<file path="config.mk">
export PLATFORM = sky130hd
export DESIGN_NAME = bit_scan_iterator
export DESIGN_NICKNAME = d
export VERILOG_FILES = /design/src/rtl/bit_scan_pkg.sv /design/src/rtl/bit_pick.sv /design/src/rtl/bit_scan_iterator.sv
export SDC_FILE = /design/constraint.sdc
export NUM_CORES = 1
export LEC_CHECK = 0
export CAP_MARGIN = 30
export CORE_AREA = 2 2 39 41
export DETAILED_ROUTE_END_ITERATION = 8
export DIE_AREA = 0 0 41 43
export GPL_TIMING_DRIVEN = 0
export HOLD_SLACK_MARGIN = 0.15
export PLACE_DENSITY = 0.77
export SLEW_MARGIN = 30
export SYNTH_ARGS = -nofsm -noshare
export SYNTH_HDL_FRONTEND = slang
export SYNTH_HIERARCHICAL = 1
export SYNTH_SLANG_ARGS = --single-unit
</file>
<file path="constraint.sdc">
create_clock -name clk_i -period 2.1 [get_ports clk_i]
set_input_delay 0.42 -clock clk_i [delete_from_list [all_inputs] [get_ports clk_i]]
set_output_delay 0.42 -clock clk_i [all_outputs]
set_load 0.01 [all_outputs]
</file>
<file path="src/rtl/bit_scan_pkg.sv">
// rtl/bit_scan_pkg.sv - shared types and helpers for the bit scan iterator
// Contents:
//   state_t        : controller state (IDLE accepts a word, SCAN emits beats)
//   MAX_W          : widest supported input word
//   MAX_IDX_W      : index width for MAX_W
//   onehot_to_idx  : binary index of a one-hot word (zero-extended to MAX_W)
package bit_scan_pkg;

    typedef enum logic {
        IDLE = 1'b0,
        SCAN = 1'b1
    } state_t;

    localparam int MAX_W     = 64;
    localparam int MAX_IDX_W = 6;

    // OR-reduction of the indices of all set bits; exact for a one-hot or
    // all-zero input, which is all the iterator ever feeds it.
    function automatic logic [MAX_IDX_W-1:0] onehot_to_idx(input logic [MAX_W-1:0] onehot);
        logic [MAX_IDX_W-1:0] idx;
        idx = '0;
        for (int i = 0; i < MAX_W; i++) begin
            if (onehot[i]) begin
                idx = idx | MAX_IDX_W'(i);
            end
        end
        return idx;
    endfunction

endpackage

</file>
<file path="src/rtl/bit_pick.sv">
// rtl/bit_pick.sv - combinational lowest/highest set bit selector
// Ports:
//   word   : input word to scan
//   dir    : 0 selects the lowest set bit, 1 selects the highest set bit
//   onehot : one-hot of the selected bit, all-zero when word is all-zero
module bit_pick #(
    parameter int WIDTH = 5
) (
    input  logic [WIDTH-1:0] word,
    input  logic             dir,
    output logic [WIDTH-1:0] onehot
);

    // The loop runs away from the wanted end so the last match, which is the
    // one that survives, is the bit closest to that end.
    always_comb begin
        onehot = '0;
        if (!dir) begin
            for (int i = WIDTH - 1; i >= 0; i--) begin
                if (word[i]) begin
                    onehot    = '0;
                    onehot[i] = 1'b1;
                end
            end
        end else begin
            for (int i = 0; i < WIDTH; i++) begin
                if (word[i]) begin
                    onehot    = '0;
                    onehot[i] = 1'b1;
                end
            end
        end
    end

endmodule

</file>
<file path="src/rtl/bit_scan_iterator.sv">
// rtl/bit_scan_iterator.sv - emits one beat per set bit of an accepted word
// Ports:
//   clk_i, srst_i        : clock and synchronous active-high reset
//   data_val_i, data_i,
//   dir_i, data_ready_o  : input word handshake, dir 0 = LSB-first, 1 = MSB-first
//   data_onehot_o,
//   data_idx_o           : current set bit as one-hot and binary index
//   data_zero_o          : accepted word was all-zero
//   data_last_o          : current beat is the final beat of the word
//   data_val_o,
//   data_ready_i         : output beat handshake
module bit_scan_iterator #(
    parameter int WIDTH = 5,
    localparam int IDX_W = $clog2(WIDTH)
) (
    input  logic             clk_i,
    input  logic             srst_i,
    input  logic             data_val_i,
    input  logic [WIDTH-1:0] data_i,
    input  logic             dir_i,
    output logic             data_ready_o,
    output logic [WIDTH-1:0] data_onehot_o,
    output logic [IDX_W-1:0] data_idx_o,
    output logic             data_zero_o,
    output logic             data_last_o,
    output logic             data_val_o,
    input  logic             data_ready_i
);

    import bit_scan_pkg::*;

    state_t           state;
    state_t           state_next;
    logic [WIDTH-1:0] rem;
    logic [WIDTH-1:0] rem_next;
    logic             dir_q;
    logic             dir_next;
    logic             zero_q;
    logic             zero_next;

    logic [WIDTH-1:0] pick;
    logic [IDX_W-1:0] pick_idx;
    logic             pick_last;

    bit_pick #(
        .WIDTH (WIDTH)
    ) u_bit_pick (
        .word   (rem),
        .dir    (dir_q),
        .onehot (pick)
    );

    assign pick_idx  = IDX_W'(onehot_to_idx(MAX_W'(pick)));
    // Clearing the lowest set bit leaves nothing when at most one bit is set.
    assign pick_last = (rem & (rem - WIDTH'(1))) == '0;

    always_ff @(posedge clk_i) begin
        if (srst_i) begin
            state  <= IDLE;
            rem    <= '0;
            dir_q  <= 1'b0;
            zero_q <= 1'b0;
        end else begin
            state  <= state_next;
            rem    <= rem_next;
            dir_q  <= dir_next;
            zero_q <= zero_next;
        end
    end

    always_comb begin
        state_next    = state;
        rem_next      = rem;
        dir_next      = dir_q;
        zero_next     = zero_q;
        data_ready_o  = 1'b0;
        data_val_o    = 1'b0;
        data_onehot_o = '0;
        data_idx_o    = '0;
        data_zero_o   = 1'b0;
        data_last_o   = 1'b0;
        case (state)
            IDLE: begin
                data_ready_o = 1'b1;
                if (data_val_i) begin
                    rem_next   = data_i;
                    dir_next   = dir_i;
                    zero_next  = (data_i == '0);
                    state_next = SCAN;
                end
            end
            SCAN: begin
                data_val_o    = 1'b1;
                data_onehot_o = pick;
                data_idx_o    = pick_idx;
                data_zero_o   = zero_q;
                data_last_o   = pick_last;
                if (data_ready_i) begin
                    rem_next = rem & ~pick;
                    if (pick_last) begin
                        state_next = IDLE;
                    end
                end
            end
            default: state_next = IDLE;
        endcase
    end

endmodule

</file>
After elaboration in Yosys (flattened, before gate mapping)
Index checks and enable logic that the tools add are counted.
- $add $sub $neg: 1
- equality and inequality tests: 2
- mux-type cells: 28
- bitwise operators: 4
- reductions and logical operators: 4
- operators by type and width (operator ; number):
    $mux 5 ; 10
    $and 5x5->5 ; 2
    $logic_not 5->1 ; 2
    $pmux 5 s2 ; 1
    $mux 1 ; 9
    $mux 3 ; 3
    $mux 2 ; 3
    $not 5->5 ; 1
    $sub 5x1->5 const B ; 1
    $mux 4 ; 1
    $ne 2x2->1 const B ; 2
    $reduce_and 2->1 ; 2
    $pmux 1 s2 ; 1
    $not 1->1 ; 1
- register bits after elaboration: 8
- bits of input ports: 10
- output and inout bits: 12
- word-level logic and storage cells: 43

Depth between registers and ports, before layout
- depth in word-level cells: 11
- depth in mapped cells: 4
- depth with buffers taken out: 4

Cells and area by module
Netlist, hierarchy kept.
- by module, submodules not included (module ; instances ; cells each ; area each (um^2) ; sequential area each (um^2)):
    bit_scan_iterator ; 1 ; 53 ; 465.4 ; 160.2
    bit_pick ; 1 ; 13 ; 88.8 ; 0.0

Worst setup path before layout
No wires, ideal clock.
- path type: reg2out
- start: register dir_q
- end: output port data_idx_o[0]
- arrival: 1.154 ns
- required time: 1.680 ns
- setup slack: 0.526 ns
- stages on the path, launching flop included: 5
- cell sequence: dfxtp_1 > nor4b_1 > o21a_1 > and2_1 > or2_1
- cells in the longest elaborated chain, start to end: 6
- ends and longest elaborated chain (item ; line ; RTL):
    start: declaration ; bit_scan_iterator.sv:36 ; logic dir_q;
    start signal: assignment ; bit_scan_iterator.sv:66 ; dir_q <= dir_next;
    $mux 5 ; bit_pick.sv:18 ; if (!dir) begin
    named net pick[1] ; bit_scan_iterator.sv:41 ; logic [WIDTH-1:0] pick;
    $mux 1 ; bit_scan_pkg.sv:23 ; if (onehot[i]) begin
    $mux 2 (2 in series) ; bit_scan_pkg.sv:23 ;
    $mux 3 ; bit_scan_pkg.sv:23 ;
    $mux 3 ; bit_scan_iterator.sv:82 ; case (state)
    end: declaration ; bit_scan_iterator.sv:23 ; output logic [IDX_W-1:0] data_idx_o,
The timed path passes the listed nets, and every way through them passes these cells.

Worst setup path after layout
- start: register dir_q
- end: output port data_idx_o[0]
- elaborated cells on any way between the ends: 6
- those cells by class: 6 x mux
- RTL lines (item ; line):
    $mux 5 ; bit_pick.sv:18
    named net pick[3] ; bit_scan_iterator.sv:41
    $mux 2 ; bit_scan_pkg.sv:23
    $mux 3 ; bit_scan_pkg.sv:23
    $mux 3 ; bit_scan_iterator.sv:82
The timed path passes the listed nets, and every way through them passes these cells.

==> flow_metrics.py <==
metrics = {
    "pwr": {
        "p_switching_w": 0.000140,
        "pwr-share-comb_pct": 31.2,
        "p_total_w": 0.000452,
        "internal-power_w": 0.000311,
        "p_per_area_mw_per_mm2": 534,
        "seqPwrFrac_pct": 42.3,
        "peakVddDrop_mv": 0.331,
        "p_clk_share_pct": 26.5,
        "p_sw_share_pct": 31.1,
        "p_leak_nw": 0.354,
    },
    "route": {
        "wl_um": 1410,
        "drtPass1Iterations": 4,
        "wl_per_cell_um": 12.9,
        "drtAntennaViolNets": 0,
        "vias_per_cell": 5.38,
        "vias": 586,
        "first_iter_violations": 12,
        "post-route-drc-count": 0,
    },
    "global_route": {
        "grt_pass1_vias": 530,
        "grt_pass1_wl_um": 2350,
        "grt_overflow": 0,
        "grt_max_degree": 11,
        "grt.total_usage_pct": 19.8,
        "antenna_found_initial": 0,
    },
    "logic_synthesis": {
        "synthTopCellsByArea": "dfxtp_1 29%, a2111oi_2 14%, nor2_1 8.8%",
        "synth_warnings": 6,
        "avgSynthCellArea_um2": 8.40,
        "ys_seq_elements": 8,
        "muxShareOfSynthArea_pct": 0,
        "synth_area_um2": 554,
        "synth_xor_area_share_pct": 0,
        "synth_top_family_by_area": "simple AND/OR/NAND/NOR gates",
        "yosysTopAreaCell": "dfxtp_1",
        "synth_cells": 66,
        "ys_types": 27,
        "synth_top_area_share_pct": 28.9,
        "synth_compound_area_share_pct": 26.4,
        "synth_simple_gate_area_share_pct": 37.5,
        "synth_fa_ha_area_share_pct": 1.81,
        "synth_nets": 76,
        "synth_seq_area_share_pct": 28.9,
    },
    "place": {
        "place_hpwl_um": 1030,
        "place_congestion": 0.791,
        "port_buffers": 21,
    },
    "timing": {
        "finClkSkew_ns": 0.000347,
        "fmax_mhz": 498,
        "post-route-period-util_pct": 95.7,
        "rsz0062_at_grt": "no",
        "finalSetupTns_ns": 0,
        "min_period_ns": 2.01,
        "tightest_slew_ns": 0.435,
        "slew_viol_final": 0,
        "hold_violations": 0,
        "setup_viol": 0,
        "slew_headroom_pct": 70.9,
    },
    "critical_path": {
        "end_kind": "primary output",
        "crit_path_max_incr_delay_ns": 0.37,
        "critPathKind": "flop to primary output",
        "critPathBufInv": 1,
        "worst-path-max-fanout": 9,
        "cpMaxStageDelayCell": "dfxtp_4",
        "path_cells": "nor2b_1 > o21a_1 > and2_1 > or2_1 > dlygate4sd2_1",
        "critical-path-top-delay-family": "simple AND/OR/NAND/NOR gates",
        "worst_setup_path_start_kind": "flop",
        "crit_arrival_ns": 1.59,
        "worstPathRequired_ns": 1.68,
    },
    "floorplan": {
        "die_y_um": 43,
        "fp-row-count": 14,
        "io_pins": 22,
        "coreArea_mm2": 0.00138,
        "die_w_um": 41,
        "initial_core_util_pct": 40.1,
        "dieArea_mm2": 0.00176,
    },
    "clocking": {
        "clockBufferDepth": 2,
        "htreeDepth": 1,
        "clk_latency_ns": 0.25,
        "cts-root-buf": "clkbuf_4",
        "clock-sinks": 8,
        "cts_buffers": 3,
        "cts_tree": "done",
        "cts_hold_buf": 0,
        "path_clk_slew_ns": 0.05,
    },
    "finish": {
        "finalNetCount": 105,
        "diodes": 0,
        "area_growth_syn_to_layout_pct": 52.6,
        "drive_gt1_share_pct": 31.2,
    },
    "hold_path": {
        "hp-class": "flop to flop",
    },
    "job": {
        "cap_violations": 0,
    },
    "run_status": {
        "status": "complete, no violations",
    },
}
-- Yosys cell counts, drive strengths merged --
| cell | n |
|---|---|
| nor4b | 1 |
| and3 | 1 |
| a21oi | 2 |
| nor3 | 2 |
| or2 | 2 |
| and2 | 8 |
| nor3b | 1 |
| nand2 | 3 |
| maj3 | 1 |
| nor2 | 13 |
| or2b | 1 |
| a311oi | 1 |
| or3 | 1 |
| nor4 | 2 |
| o21a | 4 |
| a2111oi | 5 |
| buf | 3 |
| nor2b | 2 |
| inv | 1 |
| nand3 | 1 |
| o41ai | 1 |
| dfxtp | 8 |
| o21ai | 2 |
-- path summary, 6_finish.rpt --
| check | startpoint | slack (ns) | cells past startpoint | to |
|---|---|---|---|---|
| setup / recovery | dir_q$_SDFFE_PP0P_ | 0.09 | 5 | data_idx_o[0] |
| hold / removal | zero_q$_SDFFE_PP0P_ | 0.46 | 2 | zero_q$_SDFFE_PP0P_ |
| setup reg to reg | rem[1]$_SDFFE_PP0P_ | 0.82 | 4 | rem[0]$_SDFFE_PP0P_ |
| hold reg to reg | zero_q$_SDFFE_PP0P_ | 0.46 | 2 | zero_q$_SDFFE_PP0P_ |
-- power by group through the flow --
stage	logic [W]	clock network (W)	registers [W]
2_1_floorplan	0.0000800	0	0.000184
3_3_place_gp	0.000135	0	0.000188
3_5_place_dp	0.000137	0	0.000189
4_1_cts	0.000141	0.000124	0.000190
5_1_grt	0.000155	0.000132	0.000194
6_report	0.000141	0.000120	0.000191
-- what timing repair did --
item	CTS	global route
gates resized for setup	19	0
setup buffers	3	0
setup endpoints to repair	9	0
-- area by class of cell --
cell class | count | area [um2]
plain buffers | 3 | 26.3
fillers | 133 | 538
well taps | 16 | 20.0
inverters | 1 | 3.75
repair buffers | 24 | 220
multi-input cells | 54 | 383
clock buffers | 3 | 22.5
flip-flops and latches | 8 | 170
-- per-layer routing --
metal | share of wire [%] | wire, um | GRT usage, % | vias to the layer above
met5 | 0 | 0 | 0 | -
met1 | 44 | 626 | 26.4 | 270
met3 | 5.0 | 71 | 3.14 | 2
li1 | - | - | - | 293
met2 | 49 | 693 | 28.4 | 21
met4 | 1.2 | 17 | 12.0 | 0
-- flip-flops by register name, indices dropped and copies added, names as in the netlist --
name / count
dir_q: 1
rem: 5
state: 1
zero_q: 1
-- worst reg2reg max path, delay by kind of cell (launching register included) --
kind / cells / cell delay (ns)
AOI/OAI and AO/OA: 2 / 0.44
DFF: 1 / 0.42
and+or+nand+nor: 2 / 0.30
-- through the flow --
step / hold slack, ns / std cells / worst slack, ns / util [%] / instance area, um2
after floorplan: 0.426 / 66 / 0.526 / - / 554
after global placement: 0.440 / 103 / 0.0404 / 56.7 / 785
after detailed placement: 0.451 / 103 / 0.0117 / 56.7 / 785
after global routing: 0.486 / 109 / 0.0192 / 61.1 / 846
after CTS: 0.460 / 109 / 0.0855 / 61.1 / 846
final: 0.460 / 109 / 0.0908 / 61.1 / 846
-- kinds of logic (layout without fill, tap and decap cells) --
family | count (synthesis) | count (layout)
buffers and inverters | 4 | 31
and+or+nand+nor | 38 | 38
adders and majority gates | 1 | 1
DFF | 8 | 8
AOI/OAI and AO/OA | 15 | 15
-- layout by cell type, fill, tap and decap left out, types with 2 or more instances in the layout --
cell type / instances
clkdlybuf4s50_1: 12
clkbuf_4: 3
dfxtp_2: 5
a2111oi_2: 5
and2_4: 2
o21a_1: 4
dlygate4sd2_1: 8
dfxtp_1: 2
nor2_1: 13
nor4_2: 2
a21oi_1: 2
nor3_1: 2
buf_4: 6
and2_1: 6
nand2_1: 3
or2_1: 2
Note: power is estimated with default switching activity, not from simulation.
